File: src/rtl/hex_disp_pkg.sv
// hex_disp_pkg: shared states, segment glyphs and banner constant for the HEX display scheduler
package hex_disp_pkg;
  typedef enum logic [1:0] {ECHO, BANNER, CLEAR} state_e;
  localparam logic [7:0] SEG_BLANK = 8'hFF;
  localparam logic [7:0] SEG_H = 8'h89;
  localparam logic [7:0] SEG_E = 8'h86;
  localparam logic [7:0] SEG_L = 8'hC7;
  localparam logic [7:0] SEG_O = 8'hA3;
  localparam logic [7:0] SEG_DP = 8'h7F;
  localparam logic [47:0] BANNER_HELLO = {SEG_H, SEG_E, SEG_L, SEG_L, SEG_O, SEG_BLANK};
endpackage

File: src/rtl/hex_display_scheduler_if.sv
// hex_display_scheduler_if: requester-side character/banner signals and the six HEX digit outputs
interface hex_display_scheduler_if;
  logic char_valid;
  logic [7:0] char_seg;
  logic banner_req;
  logic [47:0] banner_seg;
  logic banner_ack;
  logic banner_active;
  logic [7:0] hex0, hex1, hex2, hex3, hex4, hex5;
  modport master (
    output char_valid, char_seg, banner_req, banner_seg,
    input banner_ack, banner_active, hex0, hex1, hex2, hex3, hex4, hex5
  );
  modport slave (
    input char_valid, char_seg, banner_req, banner_seg,
    output banner_ack, banner_active, hex0, hex1, hex2, hex3, hex4, hex5
  );
endinterface

File: src/rtl/hex_display_scheduler_banner_hold_timer.sv
// banner_hold_timer: banner hold counter plus blink phase; lit is the phase of the following cycle
module banner_hold_timer #(
  parameter int HOLD_CYCLES = 50_000_000,
  parameter int BLINK_CYCLES = 12_500_000,
  parameter int CNT_W = 26
) (
  input  logic clk,
  input  logic rst,
  input  logic start,
  output logic tc,
  output logic lit
);
  localparam logic [CNT_W-1:0] HOLD_TC = CNT_W'(HOLD_CYCLES - 1);
  localparam logic [CNT_W-1:0] BLINK_TC = CNT_W'(BLINK_CYCLES == 0 ? 0 : BLINK_CYCLES - 1);
  logic run_q, run_d, dark_q, dark_d, wrap;
  logic [CNT_W-1:0] hold_q, hold_d, blink_q, blink_d;
  assign tc = run_q && hold_q == HOLD_TC;
  assign wrap = BLINK_CYCLES != 0 && blink_q == BLINK_TC;
  // registered HEX needs the phase of the next cycle, so account for a toggle at this edge
  assign lit = !(dark_q ^ wrap);
  always_comb begin
    run_d = start | (run_q & !tc);
    hold_d = start ? '0 : run_q ? hold_q + CNT_W'(1) : hold_q;
    blink_d = start ? '0 : run_q ? (wrap ? '0 : blink_q + CNT_W'(1)) : blink_q;
    dark_d = start ? 1'b0 : dark_q ^ (run_q & wrap);
  end
  always_ff @(posedge clk) begin
    if (rst) begin
      run_q <= 1'b0;
      dark_q <= 1'b0;
      hold_q <= '0;
      blink_q <= '0;
    end else begin
      run_q <= run_d;
      dark_q <= dark_d;
      hold_q <= hold_d;
      blink_q <= blink_d;
    end
  end
endmodule

File: src/rtl/hex_display_scheduler.sv
// hex_display_scheduler: shares six HEX digits between a scrolling character echo and a timed banner
module hex_display_scheduler
  import hex_disp_pkg::*;
#(
  parameter int HOLD_CYCLES = 50_000_000,
  parameter int BLINK_CYCLES = 12_500_000,
  parameter int CNT_W = 26
) (
  input logic clk,
  input logic rst,
  hex_display_scheduler_if.slave bus
);
  state_e state_q, state_d;
  logic [5:0][7:0] echo_q, echo_d, hex_q, hex_d;
  logic [47:0] banner_q, banner_d;
  logic ack_q, ack_d, active_q, active_d, accept, tc, lit;
  assign accept = state_q == ECHO && bus.banner_req;
  banner_hold_timer #(
    .HOLD_CYCLES(HOLD_CYCLES),
    .BLINK_CYCLES(BLINK_CYCLES),
    .CNT_W(CNT_W)
  ) u_timer (
    .clk(clk),
    .rst(rst),
    .start(accept),
    .tc(tc),
    .lit(lit)
  );
  always_comb begin
    state_d = state_q;
    banner_d = banner_q;
    echo_d = bus.char_valid ? {echo_q[4:0], bus.char_seg} : echo_q;
    hex_d = echo_d;
    ack_d = accept;
    active_d = 1'b0;
    case (state_q)
      ECHO: begin
        state_d = accept ? BANNER : ECHO;
        banner_d = accept ? bus.banner_seg : banner_q;
        hex_d = accept ? bus.banner_seg : echo_d;
        active_d = accept;
      end
      BANNER: begin
        state_d = tc ? CLEAR : BANNER;
        hex_d = (tc || !lit) ? {6{SEG_BLANK}} : banner_q;
        active_d = !tc;
      end
      CLEAR: begin
        state_d = ECHO;
        echo_d = {{5{SEG_BLANK}}, bus.char_valid ? bus.char_seg : SEG_BLANK};
        hex_d = echo_d;
      end
      default: state_d = ECHO;
    endcase
  end
  always_ff @(posedge clk) begin
    if (rst) begin
      state_q <= ECHO;
      echo_q <= {6{SEG_BLANK}};
      hex_q <= {6{SEG_BLANK}};
      banner_q <= {6{SEG_BLANK}};
      ack_q <= 1'b0;
      active_q <= 1'b0;
    end else begin
      state_q <= state_d;
      echo_q <= echo_d;
      hex_q <= hex_d;
      banner_q <= banner_d;
      ack_q <= ack_d;
      active_q <= active_d;
    end
  end
  assign bus.banner_ack = ack_q;
  assign bus.banner_active = active_q;
  assign bus.hex0 = hex_q[0];
  assign bus.hex1 = hex_q[1];
  assign bus.hex2 = hex_q[2];
  assign bus.hex3 = hex_q[3];
  assign bus.hex4 = hex_q[4];
  assign bus.hex5 = hex_q[5];
endmodule

File: src/flat_wrapper.sv
// flat-port wrapper written by rule: the top's interface ports become plain ports
module hex_display_scheduler_flat import hex_disp_pkg::*;
#(
  parameter int HOLD_CYCLES = 50_000_000,
  parameter int BLINK_CYCLES = 12_500_000,
  parameter int CNT_W = 26
)
  (clk, rst, bus_char_valid, bus_char_seg, bus_banner_req, bus_banner_seg, bus_banner_ack, bus_banner_active, bus_hex0, bus_hex1, bus_hex2, bus_hex3, bus_hex4, bus_hex5);
  hex_display_scheduler_if bus_i ();
  input logic clk;
  input logic rst;
  input wire logic [$bits(bus_i.char_valid)-1:0] bus_char_valid;
  input wire logic [$bits(bus_i.char_seg)-1:0] bus_char_seg;
  input wire logic [$bits(bus_i.banner_req)-1:0] bus_banner_req;
  input wire logic [$bits(bus_i.banner_seg)-1:0] bus_banner_seg;
  output wire logic [$bits(bus_i.banner_ack)-1:0] bus_banner_ack;
  output wire logic [$bits(bus_i.banner_active)-1:0] bus_banner_active;
  output wire logic [$bits(bus_i.hex0)-1:0] bus_hex0;
  output wire logic [$bits(bus_i.hex1)-1:0] bus_hex1;
  output wire logic [$bits(bus_i.hex2)-1:0] bus_hex2;
  output wire logic [$bits(bus_i.hex3)-1:0] bus_hex3;
  output wire logic [$bits(bus_i.hex4)-1:0] bus_hex4;
  output wire logic [$bits(bus_i.hex5)-1:0] bus_hex5;
  assign bus_i.char_valid = bus_char_valid;
  assign bus_i.char_seg = bus_char_seg;
  assign bus_i.banner_req = bus_banner_req;
  assign bus_i.banner_seg = bus_banner_seg;
  assign bus_banner_ack = bus_i.banner_ack;
  assign bus_banner_active = bus_i.banner_active;
  assign bus_hex0 = bus_i.hex0;
  assign bus_hex1 = bus_i.hex1;
  assign bus_hex2 = bus_i.hex2;
  assign bus_hex3 = bus_i.hex3;
  assign bus_hex4 = bus_i.hex4;
  assign bus_hex5 = bus_i.hex5;
  hex_display_scheduler #(.HOLD_CYCLES(HOLD_CYCLES), .BLINK_CYCLES(BLINK_CYCLES), .CNT_W(CNT_W)) u_core (.clk(clk), .rst(rst), .bus(bus_i));
endmodule
File: config.mk
export PLATFORM = sky130hd
export DESIGN_NAME = hex_display_scheduler_flat
export DESIGN_NICKNAME = d
export VERILOG_FILES = /design/src/rtl/hex_disp_pkg.sv /design/src/rtl/hex_display_scheduler_if.sv /design/src/rtl/hex_display_scheduler_banner_hold_timer.sv /design/src/rtl/hex_display_scheduler.sv /design/src/flat_wrapper.sv
export SDC_FILE = /design/constraint.sdc
export NUM_CORES = 1
export LEC_CHECK = 0
export BUFFER_PORTS_ARGS = -buffer_cell sky130_fd_sc_hd__buf_4
export CAP_MARGIN = 0
export CORE_ASPECT_RATIO = 1.25
export CORE_MARGIN = 10
export CORE_UTILIZATION = 58
export CTS_CLUSTER_DIAMETER = 50
export DETAILED_ROUTE_END_ITERATION = 8
export HOLD_SLACK_MARGIN = 0.06
export PLACE_DENSITY = 0.88
export SETUP_SLACK_MARGIN = 0.5
export SLEW_MARGIN = 15
export SYNTH_ARGS = -nofsm -noshare
export SYNTH_HDL_FRONTEND = slang
export SYNTH_HIERARCHICAL = 1
export SYNTH_SLANG_ARGS = --single-unit
File: constraint.sdc
create_clock -name clk -period 3.2 [get_ports clk]
set_clock_uncertainty 0.15 [all_clocks]
set_input_delay 0.48 -clock clk [delete_from_list [all_inputs] [get_ports clk]]
set_output_delay 0.48 -clock clk [all_outputs]
set_load 0.01 [all_outputs]
==> results of run 1 <==
## registers in the layout, summed over array words and instances, names as in the netlist, 26 cells and up
signal and flops:
u_core/banner_q 48, u_core/echo_q 48, u_core/u_timer/blink_q 26, u_core/u_timer/hold_q 26
## placed cells by master, fill, tap and decap left out, types with 8 or more instances in the layout
cell,n
sky130_fd_sc_hd__a211oi_1,12
sky130_fd_sc_hd__mux2i_1,31
sky130_fd_sc_hd__dfxtp_1,201
sky130_fd_sc_hd__mux2_2,13
sky130_fd_sc_hd__nor3b_1,13
sky130_fd_sc_hd__a21oi_1,31
sky130_fd_sc_hd__or3_1,17
sky130_fd_sc_hd__o31ai_1,26
sky130_fd_sc_hd__a22oi_1,15
sky130_fd_sc_hd__xnor2_1,9
sky130_fd_sc_hd__nand2b_1,21
sky130_fd_sc_hd__nor2_1,61
sky130_fd_sc_hd__nand2_1,126
sky130_fd_sc_hd__buf_4,125
sky130_fd_sc_hd__and4_1,9
sky130_fd_sc_hd__nand4_1,19
sky130_fd_sc_hd__and3_1,8
sky130_fd_sc_hd__clkbuf_16,21
sky130_fd_sc_hd__or4_1,16
sky130_fd_sc_hd__xor2_1,14
sky130_fd_sc_hd__o221ai_1,15
sky130_fd_sc_hd__o21ai_0,55
sky130_fd_sc_hd__or3b_1,11
sky130_fd_sc_hd__nand3_1,60
sky130_fd_sc_hd__o22ai_1,15
## critical path, cell delays in order, from the launching register on
cell and delay, ns:
sky130_fd_sc_hd__dfxtp_1 0.39, sky130_fd_sc_hd__and4_2 0.35, sky130_fd_sc_hd__nand4_2 0.19, sky130_fd_sc_hd__nor2_1 0.24, sky130_fd_sc_hd__xnor2_2 0.20, sky130_fd_sc_hd__nand2b_1 0.11, sky130_fd_sc_hd__buf_4 0.23, sky130_fd_sc_hd__o21ai_0 0.17
sky130_fd_sc_hd__or3b_1 0.36
## through the flow
stage                     utilization  instances  area (um^2)  total power [mW]
final                          0.7033       1242        10220             5.616
after global routing           0.7033       1242        10220             5.817
after CTS                      0.7018       1242        10200             5.638
after detailed placement       0.6499       1197         9443             3.282
after global placement         0.6499       1197         9443             3.268
after floorplan                     -        972         8665             3.056
## how the worst min path moves through the flow
stage	start	endpoint	slack, ns
2_1_floorplan	u_core/banner_q[31]	u_core/banner_q[31]	0.28
3_3_place_gp	u_core/banner_q[22]	u_core/banner_q[22]	0.29
3_5_place_dp	u_core/banner_q[12]	u_core/banner_q[12]	0.30
4_1_cts	bus_banner_seg[17]	u_core/banner_q[17]	0.06
5_1_grt	bus_banner_seg[6]	u_core/banner_q[6]	0.07
6_report	bus_banner_seg[17]	u_core/banner_q[17]	0.07
## final cells by class
class / instances / area, um^2 / share of cell area
Clock inverter: 5 / 60.06 / 0.005877
Clock buffer: 32 / 616.8 / 0.06036
Sequential cell: 201 / 4024 / 0.3938
Inverter: 9 / 33.78 / 0.003306
Timing Repair Buffer: 132 / 1008 / 0.09869
Tap cell: 178 / 222.7 / 0.02179
Multi-Input combinational cell: 685 / 4253 / 0.4162
## power by group through the flow
stage	clock, mW	sequential [mW]	combinational (mW)
final	2.37	2.67	0.578
after floorplan	0	2.73	0.330
after CTS	2.40	2.66	0.576
after global placement	0	2.72	0.552
after detailed placement	0	2.72	0.563
after global routing	2.51	2.67	0.634
## metal layers
metal,GRT usage,vias up,routed length (um),part of all wire
met5,0,-,0,0
met4,0.08736,0,694,0.030
met3,0.04598,51,1866,0.080
met2,0.3839,356,11540,0.50
met1,0.2623,3670,9190,0.39
li1,-,3655,-,-
## timing repair
action | in CTS | in global routing
endpoints found under the hold margin | 7 | 0
pin swaps | 1 | 0
resized for setup | 0 | 4
buffers inserted | 1 | 0
hold buffers | 7 | 0
endpoints found under the setup margin | 12 | 20
## cell families after synthesis
| group | after synthesis | share of synthesized area |
|---|---|---|
| AO/OA/AOI/OAI | 206 | 0.1561 |
| XOR/XNOR | 24 | 0.02426 |
| adder cells (fa/ha/maj) | 2 | 0.002888 |
| buffers and inverters | 86 | 0.04780 |
| flip-flops | 201 | 0.4644 |
| multiplexers | 44 | 0.05271 |
| AND/OR/NAND/NOR | 409 | 0.2518 |
==> flow_summary.toml, run 1 <==
[sta]
finalWorstPathRequiredPeriod_ns = 2.518
fmaxAchievable_mhz = 397.1
grt_setup_unrepaired = "false"
max_slew_margin = 0.2920
final-max-slew-violation-count = 0
final_critical_path_setup_slack_ns = 0.6817
hold_ws_ns = 0.06873
timing.final.setup_violations = 0
final_hold_viol_count = 0
max_slew.worst_pin.slew_ns = 1.058
setup_total_negative_slack_ns = 0
period_share = 0.7870

[power]
combinationalPowerShare = 0.103
power.switching_mw = 1.334
share_clk_of_total_power = 0.422
switching_share = 0.2376
ir_drop_v = 0.0004623
intPower_mw = 4.282
pwr_density_cell_nw_per_um2 = 549.6
power_frac_seq = 0.475
p_leak_nw = 3.915

[synth]
synthesis.area_um2 = 8665
ys_ff_latch = 201
synth-warning-count = 6
yosysTopAreaCell = "sky130_fd_sc_hd__dfxtp_1"
synth.top_cells.by_area = "sky130_fd_sc_hd__dfxtp_1 (46%), sky130_fd_sc_hd__nand2_1 (5.5%), sky130_fd_sc_hd__mux2i_1 (3.6%), sky130_fd_sc_hd__nand3_1 (3.5%), sky130_fd_sc_hd__o21ai_0 (3.2%)"
synth_common_cells = "sky130_fd_sc_hd__dfxtp_1 (201), sky130_fd_sc_hd__nand2_1 (126), sky130_fd_sc_hd__nor2_1 (62), sky130_fd_sc_hd__nand3_1 (60), sky130_fd_sc_hd__o21ai_0 (55)"
syn_nets = 1034
synth_cell_type_count = 66
top_area_cell_type_share_of_the_netlist_area = 0.4644
synth_edf_count = 0
asyncSetResetFlopFracSynth = 0
synth-seq-area-share = 0.4644
syn-instance-count = 972
most_common_flop_cell_mapped_by_yosys = "sky130_fd_sc_hd__dfxtp_1"
post-synth-top-count-cell = "sky130_fd_sc_hd__dfxtp_1"
syn-mean-instance-area_um2 = 8.914

[clocking]
ctsHtreeMaxLevel = 1
cts_tree = "done"
cts.clk_slew.worst_paths_ns = 0.06
cts.sink_count = 201
insertion_delay_ns = 0.49
clock_tree.buffer_depth = 3
clockRootBuffer = "sky130_fd_sc_hd__clkbuf_16"
cts_made_buffers = 21

[drt]
drt_pass1_iterations = 5
detail-route-antenna-nets = 0
route.vias.total = 7732
viasPerCell = 6.225
drc = 0
routedWlPerCell_um = 18.76
totalWireLength_mm = 23.30
drt_iter0_markers = 625

[global_routing]
globalRoute.totalOverflow = 0
via_count_of_the_first_global_routing_pass = 7483
antenna_found_initial = 0
globalRouteTotalUtil = 0.2221
global_route_wire_length_before_repair_mm = 37.52
grt_max_degree = 73

[floorplanning]
floorplan.die.height_um = 156.7
floorplan.initialDensity = 0.5963
i_o_pin_total = 110
chipWidth_um = 129.3
rows = 49
floorplan.die_area_um2 = 20260
fp.coreArea_um2 = 14530

[worst_setup_path]
startpoint = "u_core/u_timer/blink_q[10]"
rrSetupSlack_ns = 0.68
worstSetupEndpointType = "flip-flop"
timing.critical_path.from_type = "flip-flop"
timing.critical_path.to = "u_core/bus.hex3[5]"
crit-reg2reg-launch = "u_core/u_timer/blink_q[10]"
cp_data_required_time_ns = 3.41
worst-r2r-cell-count = 8
crit-reg2reg-capture = "u_core/bus.hex3[5]"
arrival_time_at_the_worst_endpoint_ns = 2.73
critPathMaxFanout = 25
critical_path_class = "reg2reg"

[hold_path]
worst_min_delay_path_class = "in2reg"
min_path_cells = 3

[finish]
fraction_of_layout_cells_with_a_size_suffix_above_1 = 0.1861
final_nets = 1112
fillers = 1046
antenna_cells = 0
area_growth_pct = 17.94

[place]
gp_congestion = 0.8908
worst_setup_slack_after_placement_ns = 0.4455
place_hpwl_mm = 15.38
place.port_buffers = 109

[flow_run]
max_cap_viol_count = 0

[status]
status = "completed"
Power figures use the tool's default switching activity.
==> inputs of run 2 (changes only) <==
==> constraint.sdc (replaced) <==
create_clock -name clk -period 2.48 [get_ports clk]
set_clock_uncertainty 0.15 [all_clocks]
set_input_delay 0.372 -clock clk [delete_from_list [all_inputs] [get_ports clk]]
set_output_delay 0.372 -clock clk [all_outputs]
set_load 0.01 [all_outputs]
==> flow_summary.toml, run 2 (synthesis gave the netlist of run 1 again) <==
[floorplanning]
floorplan.die.height_um = 156.7
rows = 49
fp.coreArea_um2 = 14530
floorplan.initialDensity = 0.5963
chipWidth_um = 129.3
floorplan.die_area_um2 = 20260
i_o_pin_total = 110

[worst_setup_path]
crit-reg2reg-capture = "u_core/bus.hex4[3]"
worst-r2r-cell-count = 4
arrival_time_at_the_worst_endpoint_ns = 2.55
worst_path_largest_cell_delay_ns = 0.65
cp_cell_sequence = "buf_4 -> nor3_1 -> o21a_1 -> a22oi_1"
crit-reg2reg-launch = "u_core/state_q[1]"
critical_path_class = "reg2reg"
rrSetupSlack_ns = 0.09
cp_data_required_time_ns = 2.65
worst-path-buf-inv = 1
critical-path-top-delay-family = "compound AO/OA/AOI/OAI gates"
timing.critical_path.from_type = "flip-flop"
critPathMaxFanout = 15
worstSetupEndpointType = "flip-flop"
cpMaxStageDelayCell = "sky130_fd_sc_hd__o21a_1"

[sta]
finalWorstPathRequiredPeriod_ns = 2.387
max_slew.worst_pin.slew_ns = 1.240
fmaxAchievable_mhz = 419.0
setup_total_negative_slack_ns = 0
period_share = 0.9623
grt_setup_unrepaired = "true"
timing.final.setup_violations = 0
hold_ws_ns = 0.07614
final_hold_viol_count = 0
max_slew_margin = 0.1700
final-max-slew-violation-count = 0

[global_routing]
globalRouteTotalUtil = 0.2547
grt_max_degree = 73
globalRoute.totalOverflow = 0
via_count_of_the_first_global_routing_pass = 8464
antenna_found_initial = 0
global_route_wire_length_before_repair_mm = 42.77

[finish]
final_cell_mix = "sky130_fd_sc_hd__dfxtp_1 (180), sky130_fd_sc_hd__buf_4 (146), sky130_fd_sc_hd__nand2_1 (124)"
area_growth_pct = 34.80
final_nets = 1197
registers_with_the_most_flip_flops = "u_core/banner_q: 48 flops, u_core/echo_q: 48 flops"
fillers = 716
antenna_cells = 0
layout_commonest_cell = "sky130_fd_sc_hd__dfxtp_1"
fraction_of_layout_cells_with_a_size_suffix_above_1 = 0.2866
final_design_area_excluding_fillers_um2 = 11680
finish.utilization = 0.8038

[hold_path]
min_from = "bus_banner_seg[37]"
worstHoldEndpoint = "u_core/bus.hex4[5]"
worst_min_delay_path_class = "in2reg"
min_path_cells = 3

[drt]
drc = 0
route.vias.total = 8991
drt_pass1_iterations = 8
routedWlPerCell_um = 23.73
detail-route-antenna-nets = 0
viasPerCell = 6.781
wirelength_met1_mm = 10.98
top_layer = "met4"
totalWireLength_mm = 31.47
met3_length_mm = 2.941
drt_iter0_markers = 1396
met2_wirelength_mm = 15.33

[place]
detailed_place.area_um2 = 9688
place_hpwl_mm = 15.12
place.port_buffers = 109
gp_congestion = 0.8968

[clocking]
insertion_delay_ns = 0.51
cts_made_buffers = 20
clockRootBuffer = "sky130_fd_sc_hd__clkbuf_16"
cts_tree = "done"
ctsHtreeMaxLevel = 1
cts.sink_count = 201
cts.clk_slew.worst_paths_ns = 0.06
clock_tree.buffer_depth = 3

[flow_run]
max_cap_viol_count = 0

[power]
pwr_density_cell_nw_per_um2 = 650.8
ir_drop_v = 0.0004471
p_leak_nw = 4.497

[status]
status = "completed"
==> run 2: changes by cell type in the layout (fill, tap and decap cells not counted), sizes merged <==
| cell | delta |
|---|---|
| buf | +39 |
| bufinv | +1 |
| clkbuf | -2 |
| clkinv | +3 |
| dlygate4sd3 | +41 |
| inv | -1 |
| nand2b | +3 |
==> run 2: routing by layer <==
layer,vias up,global-route usage
li1,3837,-
met1,4296,0.2839
met2,667,0.4537
met3,191,0.04868
met4,0,0.1215
met5,-,0
==> run 2: worst max path at each step <==
stage,from,end,slack (ns),cells after the start
final,u_core/state_q[1],u_core/bus.hex4[3],0.09,4
after global routing,u_core/state_q[1],u_core/bus.hex4[3],0.09,4
after CTS,u_core/u_timer/blink_q[1],u_core/bus.hex1[1],0.33,10
after detailed placement,u_core/u_timer/blink_q[5],u_core/bus.hex4[6],0.20,7
after global placement,u_core/u_timer/blink_q[5],u_core/bus.hex3[0],0.27,7
after floorplan,u_core/u_timer/blink_q[0],u_core/bus.hex2[2],0.37,9
==> run 2: timing repair <==
action | 4_1_cts | 5_1_grt
pin swaps | 17 | 19
setup endpoints to repair | 78 | 83
setup buffers | 21 | 3
hold endpoints to repair | 58 | 0
resized for setup | 53 | 87
hold buffers | 48 | 0
gates cloned | 3 | 5
==> run 2: cell type report <==
class / instances / area [um^2] / share of cell area
Clock inverter: 8 / 105.1 / 0.008998
Sequential cell: 201 / 4063 / 0.3478
Tap cell: 178 / 222.7 / 0.01907
Clock buffer: 27 / 566.8 / 0.04853
Multi-Input combinational cell: 688 / 4757 / 0.4073
Timing Repair Buffer: 215 / 1932 / 0.1654
Inverter: 9 / 33.78 / 0.002892
==> run 2: worst reg2reg max path, delay by kind of cell, from the launching register on <==
family	cells	cell delay, ns
AOI/OAI and AO/OA	2	0.89
and+or+nand+nor	1	0.55
DFF	1	0.38
buffers and inverters	1	0.22
==> run 2: where the power goes <==
group | internal [mW] | switching [mW] | total, mW
clock network | 1.82 | 1.30 | 3.12
logic | 0.460 | 0.557 | 1.02
registers | 3.36 | 0.0967 | 3.46
==> run 2: per-stage QoR <==
step / instances / setup slack (ns) / total power [mW]
floorplan: 972 / 0.3656 / 3.948
global placement: 1211 / 0.2706 / 4.228
detailed placement: 1211 / 0.2030 / 4.248
CTS: 1318 / 0.3274 / 7.386
global route: 1326 / 0.08509 / 7.762
finish: 1326 / 0.09343 / 7.601
